==> src/rtl/pixel_fifo_pkg.sv <==
// Shared definitions for both sides of the ping-pong pixel FIFO.
// Word layout: {last, R, G, B} in a 25-bit word, plus the writer FSM state encoding.
package pixel_fifo_pkg;

  localparam int unsigned PIX_WORD_WIDTH = 25;
  localparam int unsigned PIX_LAST_BIT   = 24;
  localparam int unsigned PIX_R_MSB      = 23;
  localparam int unsigned PIX_R_LSB      = 16;
  localparam int unsigned PIX_G_MSB      = 15;
  localparam int unsigned PIX_G_LSB      = 8;
  localparam int unsigned PIX_B_MSB      = 7;
  localparam int unsigned PIX_B_LSB      = 0;

  typedef enum logic [1:0] {
    IDLE    = 2'd0,
    ACTIVE  = 2'd1,
    DRAIN   = 2'd2,
    RELEASE = 2'd3
  } writer_state_e;

endpackage

==> src/rtl/pixel_writer_if.sv <==
// Pixel-writer bus: upstream RGB888 valid/ready stream plus the ppfifo write port.
// Signal names keep their direction as seen from the writer (i_* into it, o_* out of it).
//   slave  : the writer itself
//   master : the environment (pixel source and ppfifo write side)
interface pixel_writer_if #(
  parameter int unsigned SIZE_WIDTH = 24
);
  import pixel_fifo_pkg::*;

  // Pixel stream
  logic [7:0]                i_red;
  logic [7:0]                i_green;
  logic [7:0]                i_blue;
  logic                      i_last;
  logic                      i_pixel_valid;
  logic                      o_pixel_rdy;

  // ppfifo write port
  logic [1:0]                i_write_rdy;
  logic [1:0]                o_write_act;
  logic [SIZE_WIDTH-1:0]     i_write_size;
  logic                      o_write_stb;
  logic [PIX_WORD_WIDTH-1:0] o_write_data;

  modport slave (
    input  i_red, i_green, i_blue, i_last, i_pixel_valid, i_write_rdy, i_write_size,
    output o_pixel_rdy, o_write_act, o_write_stb, o_write_data
  );

  modport master (
    output i_red, i_green, i_blue, i_last, i_pixel_valid, i_write_rdy, i_write_size,
    input  o_pixel_rdy, o_write_act, o_write_stb, o_write_data
  );

endinterface

==> src/rtl/pixel_writer.sv <==
// Write-side producer for the ping-pong pixel FIFO.
// Accepts RGB888 pixels over valid/ready, packs them as {last, R, G, B} and writes them
// into whichever ppfifo buffer it has activated, releasing the buffer when it is full
// or (optionally) after an end-of-frame pixel.
// Ports:
//   clk, rst       clock, synchronous active-high reset
//   i_enable       when low no pixels are accepted; the active buffer is held
//   bus            pixel_writer_if.slave: pixel stream and ppfifo write port
//   o_frame_count  number of end-of-frame pixels accepted (wraps)
module pixel_writer
  import pixel_fifo_pkg::*;
#(
  parameter int unsigned SIZE_WIDTH    = 24,
  parameter bit          FLUSH_ON_LAST = 1'b1
) (
  input  logic            clk,
  input  logic            rst,
  input  logic            i_enable,
  pixel_writer_if.slave   bus,
  output logic [31:0]     o_frame_count
);

  writer_state_e             state_q, state_d;
  logic [SIZE_WIDTH-1:0]     count_q, count_d;
  logic [SIZE_WIDTH-1:0]     count_inc;
  logic [1:0]                act_q, act_d;
  logic                      stb_q, stb_d;
  logic [PIX_WORD_WIDTH-1:0] data_q, data_d;
  logic [31:0]               frame_q, frame_d;
  logic                      pixel_rdy;
  logic                      xfer;

  // Ready depends on registered state only, never on i_pixel_valid.
  assign pixel_rdy = (state_q == ACTIVE) && i_enable && (count_q < bus.i_write_size);
  assign xfer      = pixel_rdy && bus.i_pixel_valid;
  assign count_inc = count_q + SIZE_WIDTH'(1);

  always_comb begin
    state_d = state_q;
    count_d = count_q;
    act_d   = act_q;
    stb_d   = 1'b0;
    data_d  = data_q;
    frame_d = frame_q;

    if (xfer && bus.i_last) begin
      frame_d = frame_q + 32'd1;
    end

    unique case (state_q)
      IDLE: begin
        if ((act_q == 2'b00) && (bus.i_write_rdy != 2'b00)) begin
          // Buffer 0 has priority when both are available.
          act_d   = bus.i_write_rdy[0] ? 2'b01 : 2'b10;
          count_d = '0;
          state_d = ACTIVE;
        end
      end
      ACTIVE: begin
        if (bus.i_write_size == '0) begin
          // Zero-sized buffer could never fill; hand it straight back.
          act_d   = 2'b00;
          state_d = RELEASE;
        end else if (xfer) begin
          stb_d                          = 1'b1;
          data_d[PIX_LAST_BIT]           = bus.i_last;
          data_d[PIX_R_MSB:PIX_R_LSB]    = bus.i_red;
          data_d[PIX_G_MSB:PIX_G_LSB]    = bus.i_green;
          data_d[PIX_B_MSB:PIX_B_LSB]    = bus.i_blue;
          count_d                        = count_inc;
          if ((count_inc == bus.i_write_size) || (FLUSH_ON_LAST && bus.i_last)) begin
            state_d = DRAIN;
          end
        end
      end
      DRAIN: begin
        // Final strobe is on the bus this cycle with act still high.
        act_d   = 2'b00;
        state_d = RELEASE;
      end
      RELEASE: begin
        act_d   = 2'b00;
        state_d = IDLE;
      end
      default: begin
        act_d   = 2'b00;
        state_d = IDLE;
      end
    endcase
  end

  always_ff @(posedge clk) begin
    if (rst) begin
      state_q <= IDLE;
      count_q <= '0;
      act_q   <= 2'b00;
      stb_q   <= 1'b0;
      data_q  <= '0;
      frame_q <= 32'd0;
    end else begin
      state_q <= state_d;
      count_q <= count_d;
      act_q   <= act_d;
      stb_q   <= stb_d;
      data_q  <= data_d;
      frame_q <= frame_d;
    end
  end

  assign bus.o_pixel_rdy  = pixel_rdy;
  assign bus.o_write_act  = act_q;
  assign bus.o_write_stb  = stb_q;
  assign bus.o_write_data = data_q;
  assign o_frame_count    = frame_q;

endmodule
==> src/flat_wrapper.sv <==
// flat-port wrapper written by rule: the top's interface ports become plain ports
module pixel_writer_flat import pixel_fifo_pkg::*;
#(
  parameter int unsigned SIZE_WIDTH    = 24,
  parameter bit          FLUSH_ON_LAST = 1'b1
)
  (clk, rst, i_enable, o_frame_count, bus_i_red, bus_i_green, bus_i_blue, bus_i_last, bus_i_pixel_valid, bus_i_write_rdy, bus_i_write_size, bus_o_pixel_rdy, bus_o_write_act, bus_o_write_stb, bus_o_write_data);
  pixel_writer_if #(.SIZE_WIDTH(SIZE_WIDTH)) bus_i ();
  input  logic clk;
  input  logic rst;
  input  logic i_enable;
  output logic [31:0] o_frame_count;
  input wire logic [$bits(bus_i.i_red)-1:0] bus_i_red;
  input wire logic [$bits(bus_i.i_green)-1:0] bus_i_green;
  input wire logic [$bits(bus_i.i_blue)-1:0] bus_i_blue;
  input wire logic [$bits(bus_i.i_last)-1:0] bus_i_last;
  input wire logic [$bits(bus_i.i_pixel_valid)-1:0] bus_i_pixel_valid;
  input wire logic [$bits(bus_i.i_write_rdy)-1:0] bus_i_write_rdy;
  input wire logic [$bits(bus_i.i_write_size)-1:0] bus_i_write_size;
  output wire logic [$bits(bus_i.o_pixel_rdy)-1:0] bus_o_pixel_rdy;
  output wire logic [$bits(bus_i.o_write_act)-1:0] bus_o_write_act;
  output wire logic [$bits(bus_i.o_write_stb)-1:0] bus_o_write_stb;
  output wire logic [$bits(bus_i.o_write_data)-1:0] bus_o_write_data;
  assign bus_i.i_red = bus_i_red;
  assign bus_i.i_green = bus_i_green;
  assign bus_i.i_blue = bus_i_blue;
  assign bus_i.i_last = bus_i_last;
  assign bus_i.i_pixel_valid = bus_i_pixel_valid;
  assign bus_i.i_write_rdy = bus_i_write_rdy;
  assign bus_i.i_write_size = bus_i_write_size;
  assign bus_o_pixel_rdy = bus_i.o_pixel_rdy;
  assign bus_o_write_act = bus_i.o_write_act;
  assign bus_o_write_stb = bus_i.o_write_stb;
  assign bus_o_write_data = bus_i.o_write_data;
  pixel_writer #(.SIZE_WIDTH(SIZE_WIDTH), .FLUSH_ON_LAST(FLUSH_ON_LAST)) u_core (.clk(clk), .rst(rst), .i_enable(i_enable), .bus(bus_i), .o_frame_count(o_frame_count));
endmodule
==> config.mk <==
export PLATFORM = sky130hd
export DESIGN_NAME = pixel_writer_flat
export DESIGN_NICKNAME = d
export VERILOG_FILES = /design/src/rtl/pixel_fifo_pkg.sv /design/src/rtl/pixel_writer_if.sv /design/src/rtl/pixel_writer.sv /design/src/flat_wrapper.sv
export SDC_FILE = /design/constraint.sdc
export NUM_CORES = 1
export LEC_CHECK = 0
export ABC_AREA = 0
export CORE_ASPECT_RATIO = 1.5
export CORE_MARGIN = 2
export CORE_UTILIZATION = 56
export CTS_BUF_LIST = sky130_fd_sc_hd__clkbuf_16
export CTS_CLUSTER_DIAMETER = 200
export DETAILED_ROUTE_END_ITERATION = 10
export GPL_TIMING_DRIVEN = 0
export PLACE_DENSITY = 0.95
export SYNTH_ARGS = -nofsm -noshare
export SYNTH_HDL_FRONTEND = slang
export SYNTH_SLANG_ARGS = --single-unit
==> constraint.sdc <==
create_clock -name clk -period 8.4 [get_ports clk]
set_input_delay 1.68 -clock clk [delete_from_list [all_inputs] [get_ports clk]]
set_output_delay 1.68 -clock clk [all_outputs]
set_load 0.05 [all_outputs]
==> reports/qor.txt, run 1 <==
worst IR drop on VDD = 0.176 mV
Via Count = 5700
startpoint types = primary input
final net count = 886
Fillers = 701
Req. time, crit path = 6.72 ns
commonest non-fill, non-tap cell in the layout = clkdlybuf4s50_1
Final ANT Viol Nets = 0
main combinational cell family by area after synthesis = simple AND/OR/NAND/NOR gates
synthesis-stage register bit count = 86
Die Ht = 125 um
Post-CTS Setup Bufs = 0
final worst slack = 1.92 ns
Tcrit/Tclk final = 77.2%
WL met3 = 1180 um
WL per Instance = 19.2 um
max cap viols = 0
routability cong. = 1.01
ys flop type = dfxtp_1
Post-Synth XOR/XNOR Area = 9.84%
share of synthesized area spent on multiplexers = 5.78%
Reg2Reg Depth = 11
share of cells above drive strength 1 = 5.83%
Routed Wire Length = 17700 um
setup TNS = 0 ns
f_max = 154 MHz
CTS tree = done
Finish-stage setup viols = 0
largest net degree at the start of global routing = 16
Starting Density = 56.7%
Starting DRT DRC Count = 469
io pins = 116
Routed met2 length = 9110 um
most frequent cells in the layout = clkdlybuf4s50_1 (113), nor2_1 (98), dfxtp_1 (86)
max-slew violation count = 0
vias in the first global route = 5721
Leak = 2.64 nW
Post-CTS Resized = 0
Clock Latency Late Sink = 0.34 ns
first-pass GRT wire length = 28100 um
Setup crit end kind = output port
Post-synth EDFFs = 0
Max Fanout on Critical Path = 5
status = finished clean
YS warnings = 0
register area share after synthesis = 31.7%
Synth Net Count = 762
total power = 1.15 mW
R2R Path End = u_core.count_q[10]
adder-cell area share of the yosys netlist = 6.68%
RSZ-0062 raised after global routing = no
worst-margin pin slew = 0.829 ns
final setup skew = 0.00797 ns
DR top layer = met4
vias per inst = 6.19
Core ar. = 9580 sq um
H-Tree Level Count = 3
Cell variety after synth = 64
Compound-Gate Fraction of Synth Area = 12.6%
total CTS buffers = 9
GRT Resource Usage Total = 33.2%
Die Area = 10500 sq um
gr ovfl total = 0
synthesized instance count = 678
pre-CTS WS = 1.87 ns
Worst R2R Start = u_core.count_q[10]
hold path depth = 2
Hold Fails Final Rpt = 0
Pre-antenna DRT Iters = 5
CTS Sinks = 86
Mapped Area = 5430 sq um
Post-Synth Simple-Gate Area = 27.7%
post-detail-place hpwl = 13300 um
Layout Utilization = 73.1%
PwrDens = 165 nW/um^2
DRC viols = 0
syn avg cell area = 8.01 sq um
Hold Path Sink = u_core.bus.o_write_data[9]
Slew headroom = 43.3%
CTS Hold Bufs = 0
Worst EP arrival = 4.80 ns
antenna cells = 0
min cycle time layout = 6.48 ns
Post-synth ARST share = 0%
Site Rows = 44
reg2reg setup slack = 4.33 ns
met1 WL = 6470 um
area delta synth->final = 28.9%
Max clock buf depth = 2
HP Start = u_core.bus.o_write_data[9]
Buffers on Ports = 113
crit path kind = in -> out
Reg clk slew, reported paths = 0.06 ns
root buf cell = clkbuf_16
Min Hold Slack = 0.501 ns
antenna violations before repair = 0
Die W = 84.4 um
worst hold path class = reg -> reg
==> cell type report <==
cell class / count / area [sq um] / share of cell area, %
well taps: 115 / 144 / 2.05
plain buffers: 40 / 188 / 2.68
clock inverters: 6 / 71.3 / 1.02
repair buffers: 113 / 1130 / 16.2
multi-input cells: 519 / 3400 / 48.5
inverters: 33 / 124 / 1.77
flip-flops and latches: 86 / 1720 / 24.6
clock buffers: 9 / 225 / 3.22
==> synth_stat cells, drive strengths merged, types with 2 or more instances <==
master / count / area share (%)
a2111oi: 2 / 0.32
a211oi: 3 / 0.41
a21boi: 2 / 0.28
a21o: 5 / 0.69
a21oi: 34 / 3.1
a221oi: 2 / 0.44
a22oi: 2 / 0.28
a311oi: 3 / 0.48
a31oi: 3 / 0.35
and2: 6 / 0.69
and3: 13 / 1.5
and4: 11 / 1.8
buf: 19 / 2.0
clkbuf: 21 / 1.5
dfxtp: 86 / 32
ha: 29 / 6.7
inv: 33 / 2.3
mux2: 3 / 0.62
mux2i: 28 / 5.2
nand2: 54 / 3.7
nand2b: 3 / 0.35
nand3: 26 / 2.4
nand3b: 2 / 0.28
nand4: 23 / 2.9
nand4b: 3 / 0.48
nor2: 98 / 6.8
nor2b: 8 / 0.92
nor3: 15 / 1.8
nor3b: 4 / 0.55
nor4: 10 / 1.2
nor4b: 2 / 0.32
o2111ai: 2 / 0.32
o211ai: 5 / 0.94
o21a: 5 / 0.69
o21ai: 27 / 2.6
o221ai: 2 / 0.32
o31ai: 2 / 0.28
or3: 7 / 0.81
or4: 4 / 0.62
xnor2: 34 / 5.5
xor2: 27 / 4.4
==> where the power goes <==
part / switching, mW / total (mW) / internal, mW
clock network: 0.179 / 0.411 / 0.232
registers: 0.00973 / 0.429 / 0.419
logic: 0.205 / 0.314 / 0.110
==> flip-flops by register name (all words and copies together) (netlist names) <==
name,count
u_core.bus.o_write_stb,1
u_core.bus.o_write_act,2
u_core.o_frame_count,32
u_core.count_q,24
u_core.bus.o_write_data,25
u_core.state_q,2
==> worst max-delay path, cell delays in order <==
cell             delay (ns)
clkdlybuf4s50_1        0.56
inv_1                  0.10
ha_1                   0.31
and3_1                 0.20
a221oi_1               0.70
o21ai_0                0.19
nor3b_1                0.22
clkdlybuf4s50_1        0.83
==> per-layer routing <==
metal  vias up  global-route usage [%]
li1       2624                       -
met1      2688                    36.1
met2       318                    59.3
met3        70                    6.30
met4         0                    18.3
met5         -                       0
==> worst max-delay path by stage <==
stage	from	slack, ns	to
finish	bus_i_write_size[10]	1.92	bus_o_pixel_rdy
CTS	bus_i_write_size[10]	1.85	bus_o_pixel_rdy
floorplan	bus_i_write_size[7]	2.71	bus_o_pixel_rdy
detailed placement	bus_i_write_size[10]	1.87	bus_o_pixel_rdy
global placement	bus_i_write_size[10]	1.90	bus_o_pixel_rdy
global route	bus_i_write_size[10]	1.73	bus_o_pixel_rdy
==> stage by stage <==
stage / std cells / area [sq um]
5_1_grt: 921 / 7000
3_5_place_dp: 906 / 6710
4_1_cts: 921 / 7000
6_report: 921 / 7000
2_1_floorplan: 678 / 5430
3_3_place_gp: 906 / 6710
==> cell families after synthesis <==
group,after synthesis
muxes,31
AOI/OAI and AO/OA,105
buffers and inverters,73
DFF,86
adders and majority gates,29
and+or+nand+nor,293
xor gates and xnor gates,61
Power figures use the tool's default switching activity.
==> run 2: changes to the inputs <==
Settings changed: CORE_UTILIZATION 56 to 52, PLACE_DENSITY 0.95 to 0.92.
Clock period 8.4 ns to 6.5 ns, I/O delays scaled along.
==> run 2 against run 1 <==
Compared with the run above:
- design area hardly changed
- worst hold slack hardly changed
- clock skew is 0.0016 ns lower
- register-to-register slack worse by 2.0 ns
- die area is 7.4% higher
- global-route usage is 3.3 points lower
- sequential power is 29% higher
- clock power is 28% higher
- sequential share of layout area hardly changed
- setup slack worse by 1.2 ns
- non-clock buffer count stayed put
- clock-buffer cell count stayed put
- critical path type unchanged
- critical endpoint unchanged
- highest routed layer unchanged
==> reports/qor.txt, run 2 (synthesis results as in run 1) <==
status = finished clean (unchanged)
Tcrit/Tclk final = 89.3%
first-pass GRT wire length = 26600 um (was 28100 um)
Core ar. = 10100 sq um (was 9580 sq um)
Min Hold Slack = 0.502 ns (was 0.501 ns)
area delta synth->final = 29.0% (was 28.9%)
vias in the first global route = 5586 (was 5721)
Via Count = 5589 (was 5700)
number of flip-flops in the largest register = 32 (unchanged)
Slew headroom = 42.1% (was 43.3%)
Post-CTS Resized = 0 (unchanged)
antenna violations before repair = 0 (unchanged)
Hold Fails Final Rpt = 0 (unchanged)
Die W = 87.4 um (was 84.4 um)
Setup crit end kind = output port (unchanged)
crit path kind = in -> out (unchanged)
worst IR drop on VDD = 0.205 mV (was 0.176 mV)
RSZ-0062 raised after global routing = no (unchanged)
total CTS buffers = 9 (unchanged)
WL per Instance = 17.9 um (was 19.2 um)
largest net degree at the start of global routing = 16 (unchanged)
H-Tree Level Count = 3 (unchanged)
Site Rows = 45 (was 44)
Pre-antenna DRT Iters = 5 (unchanged)
Crit-path slowest cell = clkdlybuf4s50_1 (unchanged)
CTS Sinks = 86 (unchanged)
final net count = 886 (unchanged)
Die Area = 11300 sq um (was 10500 sq um)
CTS Hold Bufs = 0 (unchanged)
Finish-stage setup viols = 0 (unchanged)
cell mode on critical path = clkdlybuf4s50_1 (unchanged)
Leak = 2.64 nW (about the same)
Routed Wire Length = 16600 um (was 17700 um)
Max clock buf depth = 2 (unchanged)
PwrDens = 212 nW/um^2 (was 165 nW/um^2)
startpoint types = primary input (unchanged)
Post-Layout Inst Area = 7010 sq um (was 7000 sq um)
max-slew violation count = 0 (unchanged)
NetSw = 503 uW (was 393 uW)
vias per inst = 6.05 (was 6.19)
Layout Utilization = 69.1% (was 73.1%)
Req. time, crit path = 5.20 ns (was 6.72 ns)
slowest stage delay, CP = 0.84 ns (was 0.83 ns)
Final ANT Viol Nets = 0 (unchanged)
Flop pwr share = 37.3% (was 37.1%)
io pins = 116 (unchanged)
root buf cell = clkbuf_16 (unchanged)
Die Ht = 129 um (was 125 um)
most frequent cells in the layout = clkdlybuf4s50_1 (113), nor2_1 (98), dfxtp_1 (86) (unchanged)
Post-CTS Setup Bufs = 0 (unchanged)
Starting DRT DRC Count = 445 (was 469)
routability cong. = 1.01 (about the same)
Starting Density = 53.6% (was 56.7%)
DRC viols = 0 (unchanged)
commonest non-fill, non-tap cell in the layout = clkdlybuf4s50_1 (unchanged)
f_max = 172 MHz
Max Fanout on Critical Path = 5 (unchanged)
clock power share = 35.6% (about the same)
Post-DP Area = 6710 sq um (about the same)
Buffers on Ports = 113 (unchanged)
Comb pwr share = 27.1% (was 27.3%)
share of cells above drive strength 1 = 5.82% (was 5.83%)
GRT Resource Usage Total = 29.9% (was 33.2%)
critical-path cell list = clkdlybuf4s50_1, inv_1, ha_1, and3_1, a221oi_1, o21ai_0, nor3b_1, clkdlybuf4s50_1 (unchanged)
min cycle time layout = 5.81 ns
max cap viols = 0 (unchanged)
worst hold path class = reg -> reg (unchanged)
Sw Ratio = 33.9% (was 34.1%)
CTS tree = done (unchanged)
gr ovfl total = 0 (unchanged)
antenna cells = 0 (unchanged)
Worst EP arrival = 4.51 ns (was 4.80 ns)
Clock Latency Late Sink = 0.35 ns (was 0.34 ns)
setup TNS = 0 ns (unchanged)
Reg clk slew, reported paths = 0.07 ns (was 0.06 ns)
post-detail-place hpwl = 12300 um (was 13300 um)
final setup skew = 0.00640 ns (was 0.00797 ns)
Int Pwr = 982 uW (was 760 uW)
worst-margin pin slew = 0.847 ns (was 0.829 ns)
==> run 2: cell count changes in the layout (fill, tap and decap cells not counted) <==
cell	change
inv_6	-1
inv_1	+1
clkinvlp_4	+1
==> run 2: stage by stage <==
stage / setup WS (ns) / total power [mW] / instances
after floorplan: 1.57 / 0.812 / 678
after global placement: 0.779 / 0.938 / 908
after detailed placement: 0.765 / 0.949 / 908
after CTS: 0.737 / 1.47 / 924
after global routing: 0.665 / 1.53 / 924
final: 0.694 / 1.48 / 924
==> run 2: routing by layer <==
layer,vias to the layer above,share of wire (%),GRT usage [%]
met2,318,49,51.5
li1,2621,-,-
met3,82,8.6,8.66
met5,-,0,0
met4,0,6.3,19.2
met1,2568,36,31.2
==> run 2: power by group through the flow <==
stage	clock network, mW	registers (mW)	logic, mW
6_report	0.528	0.554	0.403
3_3_place_gp	0	0.563	0.375
3_5_place_dp	0	0.564	0.384
5_1_grt	0.552	0.555	0.427
2_1_floorplan	0	0.597	0.214
4_1_cts	0.529	0.553	0.390
==> run 2: worst max-delay path, delay by kind of cell <==
family                   cells  cell delay (ns)
buffers and inverters        3             1.53
AO/OA/AOI/OAI                2             0.92
AND/OR/NAND/NOR              2             0.45
adder cells (fa/ha/maj)      1             0.31
==> run 2: worst paths after layout <==
check / start / endpoint / slack (ns) / depth (start not counted)
min: u_core.bus.o_write_data[14] / u_core.bus.o_write_data[14] / 0.50 / 2
min reg2reg: u_core.bus.o_write_data[14] / u_core.bus.o_write_data[14] / 0.50 / 2
max: bus_i_write_size[10] / bus_o_pixel_rdy / 0.69 / 8
max reg2reg: u_core.count_q[10] / u_core.count_q[16] / 2.36 / 11
==> run 2: cell type report <==
| type | instances | area, sq um |
|---|---|---|
| Inverter | 33 | 124 |
| Multi-Input combinational cell | 519 | 3400 |
| Tap cell | 117 | 146 |
| Sequential cell | 86 | 1720 |
| Clock inverter | 7 | 73.8 |
| Buffer | 40 | 188 |
| Fill cell | 780 | 3130 |
| Clock buffer | 9 | 225 |
| Timing Repair Buffer | 113 | 1130 |
